### src/rtl/sprite_motion.sv
// sprite_motion
// Per-frame motion controller for one playfield sprite. Horizontal walking
// wraps or clamps at the screen edges. Vertical motion uses a velocity with
// gravity, a terminal speed and a limited number of jumps per airborne
// period. Origin, facing and status flags are registered for the renderer.
module sprite_motion #(
  parameter int CORDW     = 16,
  parameter int H_RES     = 800,
  parameter int V_RES     = 600,
  parameter int SPR_W_PX  = 38,
  parameter int SPR_H_PX  = 54,
  parameter int WRAP_X    = 1,
  parameter int MARGIN    = 150,
  parameter int MAX_JUMPS = 2,
  parameter int GRAVITY   = 1,
  parameter int VMAX      = 15,
  parameter int START_X   = 100,
  parameter int START_Y   = -200
) (
  input  logic                    i_clk_pix,
  input  logic                    i_rst_n,
  input  logic                    i_frame,
  input  logic [5:0]              i_ctrl,
  input  logic [7:0]              i_speed,
  input  logic [7:0]              i_jump_v,
  input  logic signed [CORDW-1:0] i_floor,
  output logic signed [CORDW-1:0] o_sprx,
  output logic signed [CORDW-1:0] o_spry,
  output logic signed [CORDW-1:0] o_vy,
  output logic                    o_face_left,
  output logic                    o_walking,
  output logic                    o_jumping,
  output logic                    o_landed,
  output logic [2:0]              o_jumps_left
);

  // One guard bit above the coordinate width so edge compares cannot overflow.
  localparam int SW = CORDW + 1;

  localparam logic signed [SW-1:0]    X_WRAP_HI  = SW'(H_RES + MARGIN);
  localparam logic signed [SW-1:0]    X_WRAP_LO  = SW'(-MARGIN);
  localparam logic signed [SW-1:0]    X_CLAMP_HI = SW'(H_RES - SPR_W_PX);
  localparam logic signed [SW-1:0]    V_RES_W    = SW'(V_RES);
  localparam logic signed [SW-1:0]    SPR_H_W    = SW'(SPR_H_PX);
  localparam logic signed [SW-1:0]    GRAV_W     = SW'(GRAVITY);
  localparam logic signed [SW-1:0]    VMAX_W     = SW'(VMAX);
  localparam logic signed [CORDW-1:0] X_ENTER_L  = CORDW'(-SPR_W_PX);
  localparam logic signed [CORDW-1:0] X_ENTER_R  = CORDW'(H_RES);
  localparam logic signed [CORDW-1:0] X_RST      = CORDW'(START_X);
  localparam logic signed [CORDW-1:0] Y_RST      = CORDW'(START_Y);
  localparam logic [2:0]              JUMPS_MAX  = 3'(MAX_JUMPS);
  localparam logic [2:0]              JUMPS_AIR  = 3'(MAX_JUMPS - 1);

  typedef enum logic [1:0] {X_IDLE = 2'd0, X_LEFT = 2'd1, X_RIGHT = 2'd2} x_state_t;
  typedef enum logic [1:0] {Y_GROUND = 2'd0, Y_RISE = 2'd1, Y_FALL = 2'd2} y_state_t;

  x_state_t x_state_r, x_state_n;
  y_state_t y_state_r, y_state_n;

  logic signed [CORDW-1:0] x_r, y_r, vy_r;
  logic signed [CORDW-1:0] x_n_s, y_n_s, vy_n_s;
  logic [2:0]              jumps_r, jumps_n_s;
  logic                    face_r, face_n_s;
  logic                    walking_r, jumping_r, landed_r, land_s;
  logic                    jprev_r, jreq_r, jedge_s, jr_s;

  logic signed [SW-1:0] speed_s, jump_v_s, x_ext_s, y_ext_s, vy_ext_s, floor_ext_s;
  logic signed [SW-1:0] x_right_s, x_left_s, yf_s, y_cont_s;
  logic signed [SW-1:0] vy_grav_s, vy_cap_s, y_jump_s, vy_jump_s;
  logic                 unused_s;

  assign speed_s     = {{(SW-8){1'b0}}, i_speed};
  assign jump_v_s    = {{(SW-8){1'b0}}, i_jump_v};
  assign x_ext_s     = {x_r[CORDW-1], x_r};
  assign y_ext_s     = {y_r[CORDW-1], y_r};
  assign vy_ext_s    = {vy_r[CORDW-1], vy_r};
  assign floor_ext_s = {i_floor[CORDW-1], i_floor};

  assign x_right_s = x_ext_s + speed_s;
  assign x_left_s  = x_ext_s - speed_s;
  assign yf_s      = V_RES_W - floor_ext_s - SPR_H_W;
  assign y_cont_s  = y_ext_s + vy_ext_s;
  assign vy_grav_s = vy_ext_s + GRAV_W;
  assign vy_cap_s  = (vy_grav_s > VMAX_W) ? VMAX_W : vy_grav_s;
  assign y_jump_s  = y_ext_s - jump_v_s;
  assign vy_jump_s = GRAV_W - jump_v_s;

  // A press only counts on its rising edge; a press in the frame cycle itself is honoured.
  assign jedge_s = i_ctrl[4] & ~jprev_r;
  assign jr_s    = jreq_r | jedge_s;

  // Ignored controller bits and guard bits that are dropped on truncation.
  assign unused_s = ^{i_ctrl[5], i_ctrl[3:2], y_jump_s[SW-1], x_right_s[SW-1],
                      x_left_s[SW-1], y_cont_s[SW-1], vy_cap_s[SW-1]};

  // X state register follows the buttons every cycle; walking lags it by one cycle.
  always_ff @(posedge i_clk_pix or negedge i_rst_n) begin
    if (!i_rst_n) begin
      x_state_r <= X_IDLE;
      walking_r <= 1'b0;
    end else begin
      x_state_r <= x_state_n;
      walking_r <= (x_state_r != X_IDLE);
    end
  end

  // X next state: right wins when both directions are held.
  always_comb begin
    x_state_n = X_IDLE;
    if (i_ctrl[0]) begin
      x_state_n = X_RIGHT;
    end else if (i_ctrl[1]) begin
      x_state_n = X_LEFT;
    end else begin
      x_state_n = X_IDLE;
    end
  end

  // X outputs: candidate position and facing for the next frame.
  always_comb begin
    x_n_s    = x_r;
    face_n_s = face_r;
    case (x_state_r)
      X_RIGHT: begin
        face_n_s = 1'b0;
        if (WRAP_X != 32'sd0) begin
          if (x_right_s > X_WRAP_HI) x_n_s = X_ENTER_L;
          else                       x_n_s = x_right_s[CORDW-1:0];
        end else begin
          if (x_right_s > X_CLAMP_HI) x_n_s = X_CLAMP_HI[CORDW-1:0];
          else                        x_n_s = x_right_s[CORDW-1:0];
        end
      end
      X_LEFT: begin
        face_n_s = 1'b1;
        if (WRAP_X != 32'sd0) begin
          if (x_left_s < X_WRAP_LO) x_n_s = X_ENTER_R;
          else                      x_n_s = x_left_s[CORDW-1:0];
        end else begin
          if (x_left_s[SW-1]) x_n_s = {CORDW{1'b0}};
          else                x_n_s = x_left_s[CORDW-1:0];
        end
      end
      default: begin
        x_n_s    = x_r;
        face_n_s = face_r;
      end
    endcase
  end

  // Y next state and motion: a jump overrides everything, else ground tracking or flight.
  always_comb begin
    y_n_s     = y_r;
    vy_n_s    = vy_r;
    jumps_n_s = jumps_r;
    y_state_n = y_state_r;
    land_s    = 1'b0;
    if (jr_s && (jumps_r != 3'd0)) begin
      y_n_s     = y_jump_s[CORDW-1:0];
      vy_n_s    = vy_jump_s[CORDW-1:0];
      jumps_n_s = jumps_r - 3'd1;
      y_state_n = vy_jump_s[SW-1] ? Y_RISE : Y_FALL;
    end else begin
      case (y_state_r)
        Y_GROUND: begin
          vy_n_s = {CORDW{1'b0}};
          if (y_ext_s < yf_s) begin
            // Floor dropped away: start falling with one jump already spent.
            y_state_n = Y_FALL;
            jumps_n_s = JUMPS_AIR;
          end else begin
            y_n_s     = yf_s[CORDW-1:0];
            jumps_n_s = JUMPS_MAX;
          end
        end
        Y_RISE, Y_FALL: begin
          if (y_cont_s >= yf_s) begin
            y_n_s     = yf_s[CORDW-1:0];
            vy_n_s    = {CORDW{1'b0}};
            y_state_n = Y_GROUND;
            jumps_n_s = JUMPS_MAX;
            land_s    = 1'b1;
          end else begin
            y_n_s     = y_cont_s[CORDW-1:0];
            vy_n_s    = vy_cap_s[CORDW-1:0];
            y_state_n = vy_cap_s[SW-1] ? Y_RISE : Y_FALL;
          end
        end
        default: begin
          y_state_n = Y_FALL;
        end
      endcase
    end
  end

  // Frame update: commit position, velocity, Y state and the landing pulse.
  always_ff @(posedge i_clk_pix or negedge i_rst_n) begin
    if (!i_rst_n) begin
      x_r       <= X_RST;
      y_r       <= Y_RST;
      vy_r      <= {CORDW{1'b0}};
      face_r    <= 1'b0;
      jumps_r   <= 3'd0;
      y_state_r <= Y_FALL;
      jumping_r <= 1'b1;
      landed_r  <= 1'b0;
    end else begin
      landed_r <= i_frame & land_s;
      if (i_frame) begin
        x_r       <= x_n_s;
        y_r       <= y_n_s;
        vy_r      <= vy_n_s;
        face_r    <= face_n_s;
        jumps_r   <= jumps_n_s;
        y_state_r <= y_state_n;
        jumping_r <= (y_state_n != Y_GROUND);
      end
    end
  end

  // Jump request capture: sticky until the next frame consumes or drops it.
  always_ff @(posedge i_clk_pix or negedge i_rst_n) begin
    if (!i_rst_n) begin
      jprev_r <= 1'b0;
      jreq_r  <= 1'b0;
    end else begin
      jprev_r <= i_ctrl[4];
      if (i_frame)      jreq_r <= 1'b0;
      else if (jedge_s) jreq_r <= 1'b1;
    end
  end

  assign o_sprx       = x_r;
  assign o_spry       = y_r;
  assign o_vy         = vy_r;
  assign o_face_left  = face_r;
  assign o_walking    = walking_r;
  assign o_jumping    = jumping_r;
  assign o_landed     = landed_r;
  assign o_jumps_left = jumps_r;

endmodule

### config.mk
export PLATFORM = sky130hd
export DESIGN_NAME = sprite_motion
export DESIGN_NICKNAME = d
export VERILOG_FILES = /design/src/rtl/sprite_motion.sv
export SDC_FILE = /design/constraint.sdc
export NUM_CORES = 1
export LEC_CHECK = 0
export CAP_MARGIN = 20
export CORE_MARGIN = 3
export CORE_UTILIZATION = 47
export CTS_BUF_LIST = sky130_fd_sc_hd__clkbuf_4 sky130_fd_sc_hd__clkbuf_8 sky130_fd_sc_hd__clkbuf_16
export DETAILED_ROUTE_END_ITERATION = 8
export DONT_BUFFER_PORTS = 1
export HOLD_SLACK_MARGIN = 0.02
export SYNTH_ARGS = -nofsm -noshare
export SYNTH_HDL_FRONTEND = slang
export SYNTH_SLANG_ARGS = --single-unit
### constraint.sdc
create_clock -name i_clk_pix -period 6.61 [get_ports i_clk_pix]
set_clock_uncertainty 0.05 [all_clocks]
set_input_delay 0 -clock i_clk_pix [delete_from_list [all_inputs] [get_ports i_clk_pix]]
set_output_delay 0 -clock i_clk_pix [all_outputs]
set_load 0.005 [all_outputs]
==> results of run 1 <==
## routing by layer
metal	vias up	GRT usage, %
li1	3247	-
met1	3277	30.5
met2	213	45.9
met3	45	2.96
met4	0	12.2
met5	-	0
## what timing repair did
| action | in CTS | in global routing |
|---|---|---|
| endpoints found under the hold margin | 85 | 0 |
| hold buffers | 16 | 0 |
| resized for setup | 0 | 0 |
## cell type report
class	count	area [um^2]	share of cell area, %
clock buffer	10	239	3.15
clock inverter	6	110	1.45
inverter	57	214	2.82
multi-input combinational	730	5030	66.2
sequential	61	1550	20.4
tap	180	225	2.96
timing repair buffer	23	230	3.03
## flip-flops by register name, indices dropped and copies added (netlist names)
signal	cells
jreq_r	1
o_spry	16
x_state_r	2
o_landed	1
o_face_left	1
o_vy	16
o_jumping	1
o_sprx	16
o_jumps_left	3
jprev_r	1
o_walking	1
y_state_r	2
## cell families after synthesis
kind of cell	synth area share (%)
AO/OA/AOI/OAI	27.5
XOR/XNOR	6.80
adder cells (fa/ha/maj)	16.1
buffers and inverters	5.61
flip-flops	22.2
multiplexers	0.756
AND/OR/NAND/NOR	21.1
## worst reg2reg max path, cell delays in order (launching register included)
cell and delay (ns):
dfrtp_1 0.52, ha_1 0.23, inv_1 0.06, fa_1 0.39, nor2b_1 0.14, o21a_1 0.13
o21ai_0 0.10, a21oi_1 0.20, nand4_1 0.16, a31o_2 0.24, o21ai_0 0.29, xor2_1 0.27
ha_1 0.29, a21o_1 0.18, a211oi_1 0.24, o2111ai_1 0.15, a22oi_1 0.37, and2_1 0.61
buf_4 0.30, nor2_1 0.06, a211oi_1 0.21, o22ai_1 0.11
## power by group through the flow
| stage | Clock (mW) | Combinational, mW | Sequential, mW |
|---|---|---|---|
| 6_report | 0.568 | 2.74 | 0.933 |
| 5_1_grt | 0.589 | 3.07 | 0.968 |
| 4_1_cts | 0.580 | 2.72 | 0.931 |
| 3_5_place_dp | 0 | 2.68 | 0.935 |
| 3_3_place_gp | 0 | 2.61 | 0.931 |
| 2_1_floorplan | 0 | 2.18 | 0.769 |
## path summary, 6_finish.rpt
kind	slack, ns	startpoint	to	cells after the start
setup / recovery	1.19	o_vy[0]$_DFFE_PN0P_	o_spry[7]$_DFFE_PN0P_	21
hold / removal	0.03	i_floor[15]	o_spry[15]$_DFFE_PN1P_	3
setup reg to reg	1.19	o_vy[0]$_DFFE_PN0P_	o_spry[7]$_DFFE_PN0P_	21
hold reg to reg	0.46	jreq_r$_DFFE_PN0P_	jreq_r$_DFFE_PN0P_	2
max in group asynchronous	5.98	i_rst_n	y_state_r[1]$_DFFE_PN1P_	2
min in group asynchronous	0.17	i_rst_n	o_sprx[15]$_DFFE_PN0P_	2
## synth_stat cells, types with 7 or more instances
| cell type | n |
|---|---|
| or3_1 | 15 |
| ha_1 | 83 |
| o211ai_1 | 11 |
| o22ai_1 | 8 |
| inv_1 | 57 |
| a21oi_1 | 63 |
| dfrtp_1 | 45 |
| a31oi_1 | 13 |
| a211oi_1 | 9 |
| xor2_1 | 18 |
| nand2_1 | 75 |
| nor2b_1 | 14 |
| nand4_1 | 12 |
| nor2_1 | 71 |
| nand3_1 | 27 |
| nand2b_1 | 14 |
| o31ai_1 | 8 |
| clkbuf_1 | 29 |
| xnor2_1 | 36 |
| nor3_1 | 23 |
| a21o_1 | 20 |
| o21a_1 | 9 |
| dfstp_2 | 16 |
| nor4_1 | 7 |
| o21ai_0 | 76 |
## per-stage QoR
step           util (%)  instances  worst slack [ns]
3_5_place_dp       50.0       1035              1.22
4_1_cts            53.7       1067              1.20
3_3_place_gp       50.0       1035              1.31
2_1_floorplan         -        886              1.97
5_1_grt            53.7       1067             0.658
6_report           53.7       1067              1.19
==> impl_metrics.csv, run 1 <==
group,metric,value,unit
sta,worst_pin_slew,0.874,ns
pwr,p_clk_share,13.4,%
global_route,antenna_found_initial,0,
detailed_routing,wl_met1,8600,um
global_route,track_usage,25.6,%
detailed_routing,wl_met2,10400,um
run_status,status,"completed",
floorplanning,die_area,0.0163,mm^2
pwr,switchingPower,2.13,mW
clock_network,h-tree-depth,3,
clock_network,clk_path_buf_depth,2,
sta,finalHoldViolations,0,
detailed_routing,route.detailed.drc,0,
global_route,gr-total-overflow,0,
synth,synth_cell_types,77,
finish,num_antenna_cells,0,
clock_network,cts_num_sinks,61,
run,maxCapViolCount,0,
placement,numPortBuffers,0,
detailed_routing,finalWirelength,20600,um
synth,ys.flop_type,"dfrtp_1",
synth,avgSynthCellArea,7.85,um^2
synth,synth_fp_nets,1014,
sta,setup_viol,0,
finish,finalInstanceArea,0.00760,mm^2
detailed_routing,met3_length,884,um
clock_network,path_clk_slew,0.06,ns
synth,ys_seq_area_share,22.2,%
clock_network,cts_made_buffers,9,
pwr,swShare,50.3,%
critical_path,critPathTopFamily,"compound AO/OA/AOI/OAI gates",
sta,max_freq,185,MHz
critical_path,cp.arrival,5.59,ns
clock_network,clock_latency,0.35,ns
detailed_routing,ant_nets,0,
synth,yosysWarnings,0,
detailed_routing,vias,6782,
critical_path,critPathSlowestCell,"and2_1",
pwr,p_comb_share,64.6,%
min_path,min_path_type,"input port to register",
critical_path,critPathMaxFanout,16,
clock_network,cts_root_buffer,"clkbuf_16",
sta,tns,0,ns
synth,synth_edf_count,0,
finish,syn_to_final_growth,9.25,%
floorplanning,core,0.0141,mm^2
placement,gp_congestion,0.914,
detailed_routing,top_layer,"met4",
global_route,grt_pass1_wl,33700,um
critical_path,critical-path-max-stage-delay,0.61,ns
pwr,leakage,3.26,nW
pwr,p_seq_share,22.0,%
synth,synth_seq_cells,61,
critical_path,crit_chain,"ha_1, inv_1, fa_1, nor2b_1, o21a_1, o21ai_0, a21oi_1, nand4_1, a31o_2, o21ai_0, xor2_1, ha_1, a21o_1, a211oi_1, o2111ai_1, a22oi_1, and2_1, buf_4, nor2_1, a211oi_1, o22ai_1",
placement,hpwl,15500,um
pwr,power.density,558,mW/mm^2
synth,ys_async_sr_fraction,100,%
sta,whs,0.0325,ns
floorplanning,dieWidth,128,um
floorplanning,die_y,128,um
detailed_routing,wl_per_cell,19.3,um
synth,syn_inst,886,
pwr,power,4.24,mW
floorplanning,ios,96,
detailed_routing,initialDrtViolationCount,622,
detailed_routing,via_per_inst,6.36,
sta,drv_slew,0,
detailed_routing,drt-pass1-iter-count,5,
sta,relSlewSlack,41.0,%
clock_network,cts_tree,"yes",
finish,final_common_cell,"ha_1",
critical_path,cp-end-kind,"register",
sta,min_period_over_period,82.0,%
sta,rsz0062_at_grt,"no",
finish,drive_gt1_share,7.22,%
floorplanning,fp-row-count,43,
clock_network,post_cts_buffers,0,
pwr,power.internal,2.11,mW
synth,syn_area,0.00696,mm^2
placement,placed_area,0.00707,mm^2
critical_path,critPathLaunchType,"register",
critical_path,cp_num_buf_inv,2,
synth,synth_top_area_cell,"dfrtp_1",
synth,synthTopCellsByArea,"dfrtp_1 (16%), ha_1 (15%), dfstp_2 (6.0%)",
finish,most-common-layout-cells,"ha_1 (83), o21ai_0 (76), nand2_1 (75)",
finish,nets,1010,
finish,fillCellCount,1322,
global_route,grt_max_degree,62,
floorplanning,start_util,49.2,%
synth,synthDominantCellAreaShare,16.2,%
sta,fin_crit,5.42,ns
global_route,first_global_vias,6753,
pwr,max-vdd-ir-drop,0.217,mV
critical_path,required,6.78,ns
critical_path,crit_type,"register to register",
(Power assumes the default switching activity.)
==> inputs of run 2 (changes only) <==
Settings changed: ABC_AREA set to 1.
Clock period 6.61 ns to 5.43 ns, I/O delays scaled along.
==> run 2 against run 1 <==
Largest cell class unchanged. Register-to-register slack lost 0.40 ns. Cell count is 39% higher. Highest routed layer unchanged. Clock power increased by 13%. Largest power group unchanged. Sequential share of layout area is 1.9 points lower. Via count increased by 16%. Critical path depth did not move. Cell area is 11% higher.
==> impl_metrics.csv, run 2 <==
group,metric,value,unit
global_route,grt_pass1_wl,38400,um
pwr,max-vdd-ir-drop,0.425,mV
clock_network,cts_root_buffer,"clkbuf_16",
critical_path,critPathTopFamily,"simple AND/OR/NAND/NOR gates",
pwr,leakage,4.52,nW
pwr,p_clk_share,10.8,%
floorplanning,core,0.0159,mm^2
finish,nets,1389,
clock_network,cts_tree,"yes",
synth,synth_top_area_cell,"nand2_1",
finish,num_antenna_cells,0,
synth,synth_compound_area_share,9.36,%
synth,synth_fp_nets,1375,
sta,min_period_over_period,85.4,%
critical_path,critPathLaunchType,"register",
pwr,power.internal,2.55,mW
synth,synth_edf_count,0,
detailed_routing,initialDrtViolationCount,470,
global_route,gr-total-overflow,0,
synth,synth_xor_area_share,5.48,%
run_status,status,"completed",
finish,syn_to_final_growth,9.56,%
critical_path,crit_chain,"ha_1, inv_1, fa_1, nand3b_1, nand2_1, a21oi_1, o21ai_0, a21oi_1, xnor2_1, ha_1, nand2_1, inv_1, o21ai_0, a21oi_1, nor2_1, nand4_1, nand3_1, clkinv_1, nand2_1, nand3_1, a21oi_1",
pwr,p_seq_share,18.9,%
sta,setup_viol,0,
sta,rsz0062_at_grt,"no",
sta,finalHoldViolations,0,
sta,max_freq,216,MHz
sta,fin_ws,0.793,ns
detailed_routing,route.detailed.drc,0,
synth,synthDominantCellAreaShare,19.8,%
finish,fillCellCount,1708,
floorplanning,dieWidth,134,um
synth,syn_area,0.00767,mm^2
synth,ys.flop_type,"dfrtp_1",
clock_network,cts_num_sinks,61,
placement,pre_cts_ws,0.852,ns
placement,numPortBuffers,0,
run,maxCapViolCount,0,
pwr,swShare,56.8,%
detailed_routing,vias,7853,
pwr,switchingPower,3.36,mW
critical_path,required,5.66,ns
clock_network,cts_made_buffers,9,
critical_path,cp.arrival,4.86,ns
synth,synth_cell_types,40,
clock_network,path_clk_slew,0.06,ns
floorplanning,start_util,48.1,%
detailed_routing,finalWirelength,23600,um
global_route,antenna_found_initial,0,
finish,drive_gt1_share,4.90,%
clock_network,post_cts_buffers,0,
synth,yosysWarnings,0,
finish,finalInstanceArea,0.00840,mm^2
detailed_routing,wl_per_cell,15.9,um
floorplanning,die_area,0.0179,mm^2
clock_network,clock_latency,0.35,ns
critical_path,critPathMaxFanout,9,
detailed_routing,drt-pass1-iter-count,5,
placement,placed_area,0.00780,mm^2
floorplanning,ios,96,
synth,synth_top_family_by_area,"simple AND/OR/NAND/NOR gates",
synth,muxShareOfSynthArea,0,%
finish,final_common_cell,"nand2_1",
synth,avgSynthCellArea,6.15,um^2
critical_path,crit_type,"register to register",
synth,yosysMostFrequentCell,"nand2_1",
min_path,min_path_type,"input port to register",
synth,ys_seq_area_share,20.2,%
synth,synth_seq_cells,61,
synth,syn_inst,1247,
critical_path,cp_num_buf_inv,3,
sta,relSlewSlack,58.9,%
floorplanning,die_y,134,um
clock_network,h-tree-depth,3,
finish,most-common-layout-cells,"nand2_1 (405), inv_1 (163), nor2_1 (117)",
critical_path,critical-path-max-stage-delay,0.50,ns
placement,hpwl,18400,um
synth,yosys.area_share.adder,14.6,%
detailed_routing,via_per_inst,5.30,
finish,post-route-util,52.7,%
global_route,grt_max_degree,62,
sta,fin_crit,4.64,ns
critical_path,cp_common_cell,"a21oi_1",
critical_path,critPathSlowestCell,"dfrtp_1",
synth,ys_async_sr_fraction,100,%
global_route,first_global_vias,7639,
clock_network,clk_path_buf_depth,2,
synth,synthTopCellsByArea,"nand2_1 (20%), dfrtp_1 (15%), ha_1 (14%)",
synth,synth-simple-area-share,40.1,%
pwr,p_comb_share,70.2,%
synth,synth_common_cells,"nand2_1 (405), inv_1 (163), nor2_1 (117), nand3_1 (111), a21oi_1 (89)",
pwr,power.density,704,mW/mm^2
placement,gp_congestion,0.880,
sta,worst_pin_slew,0.614,ns
floorplanning,fp-row-count,46,
sta,tns,0,ns
detailed_routing,ant_nets,0,
critical_path,cp-end-kind,"register",
sta,drv_slew,0,
global_route,track_usage,26.7,%
run 2: changes by cell type after synthesis, sizes merged, moves of 24 or more:
cell    before  now
nand2       75  410
nor2        71  124
inv         57  169
xnor2       36   12
a21oi       63   90
clkbuf      31    6
o21ai       77   33
nand3       27  113
run 2: metrics by stage:
stage	total power [mW]	hold slack [ns]	cells
after global routing	6.63	0.0625	1482
after detailed placement	5.21	-0.344	1440
after floorplan	4.19	-0.346	1247
after global placement	5.17	-0.343	1440
after CTS	5.91	0.0239	1482
final	5.92	0.0200	1482
run 2: worst paths after layout:
kind,depth (start not counted),start,end,slack [ns]
max reg2reg,21,o_vy[0]$_DFFE_PN0P_,o_spry[14]$_DFFE_PN1P_,0.79
min in group asynchronous,2,i_rst_n,o_sprx[14]$_DFFE_PN0P_,0.14
min,5,i_jump_v[3],o_vy[3]$_DFFE_PN0P_,0.02
min reg2reg,2,o_sprx[2]$_DFFE_PN1P_,o_sprx[2]$_DFFE_PN1P_,0.45
max in group asynchronous,2,i_rst_n,o_spry[9]$_DFFE_PN1P_,4.88
max,21,o_vy[0]$_DFFE_PN0P_,o_spry[14]$_DFFE_PN1P_,0.79
run 2: metal layers:
metal	vias to the layer above	track usage, %	routed length, um
li1	4051	-	-
met1	3576	32.5	10200
met2	181	48.0	11600
met3	45	3.85	1010
met4	0	9.71	744
met5	-	0	0
run 2: layout make-up:
cell class              instances  area (um^2)  share of cell area [%]
well taps                     216          270                    3.22
clock inverters                 7         97.6                    1.16
flip-flops and latches         61         1550                    18.4
clock buffers                   9          225                    2.68
inverters                     170          638                    7.59
repair buffers                 28          293                    3.48
multi-input cells             991         5330                    63.5
run 2: cells by family after synthesis:
kind of cell / after synthesis
adders and majority gates: 87
buffers and inverters: 195
DFF: 61
and+or+nand+nor: 720
AOI/OAI and AO/OA: 136
xor gates and xnor gates: 48
run 2: what timing repair did:
action,in CTS,in global routing
hold buffers,26,0
endpoints found under the hold margin,93,0
resized for setup,0,0
run 2: power by group through the flow:
stage	clock network [mW]	registers, mW	logic [mW]
floorplan	0	0.949	3.24
global placement	0	1.13	4.04
detailed placement	0	1.13	4.08
CTS	0.654	1.12	4.13
global route	0.668	1.16	4.80
finish	0.642	1.12	4.16
run 2: worst min-delay path, stage by stage:
cell	delay, ns
inv_1	0.06
nor2_1	0.10
nor3_1	0.06
nor2_1	0.09
a21oi_1	0.07
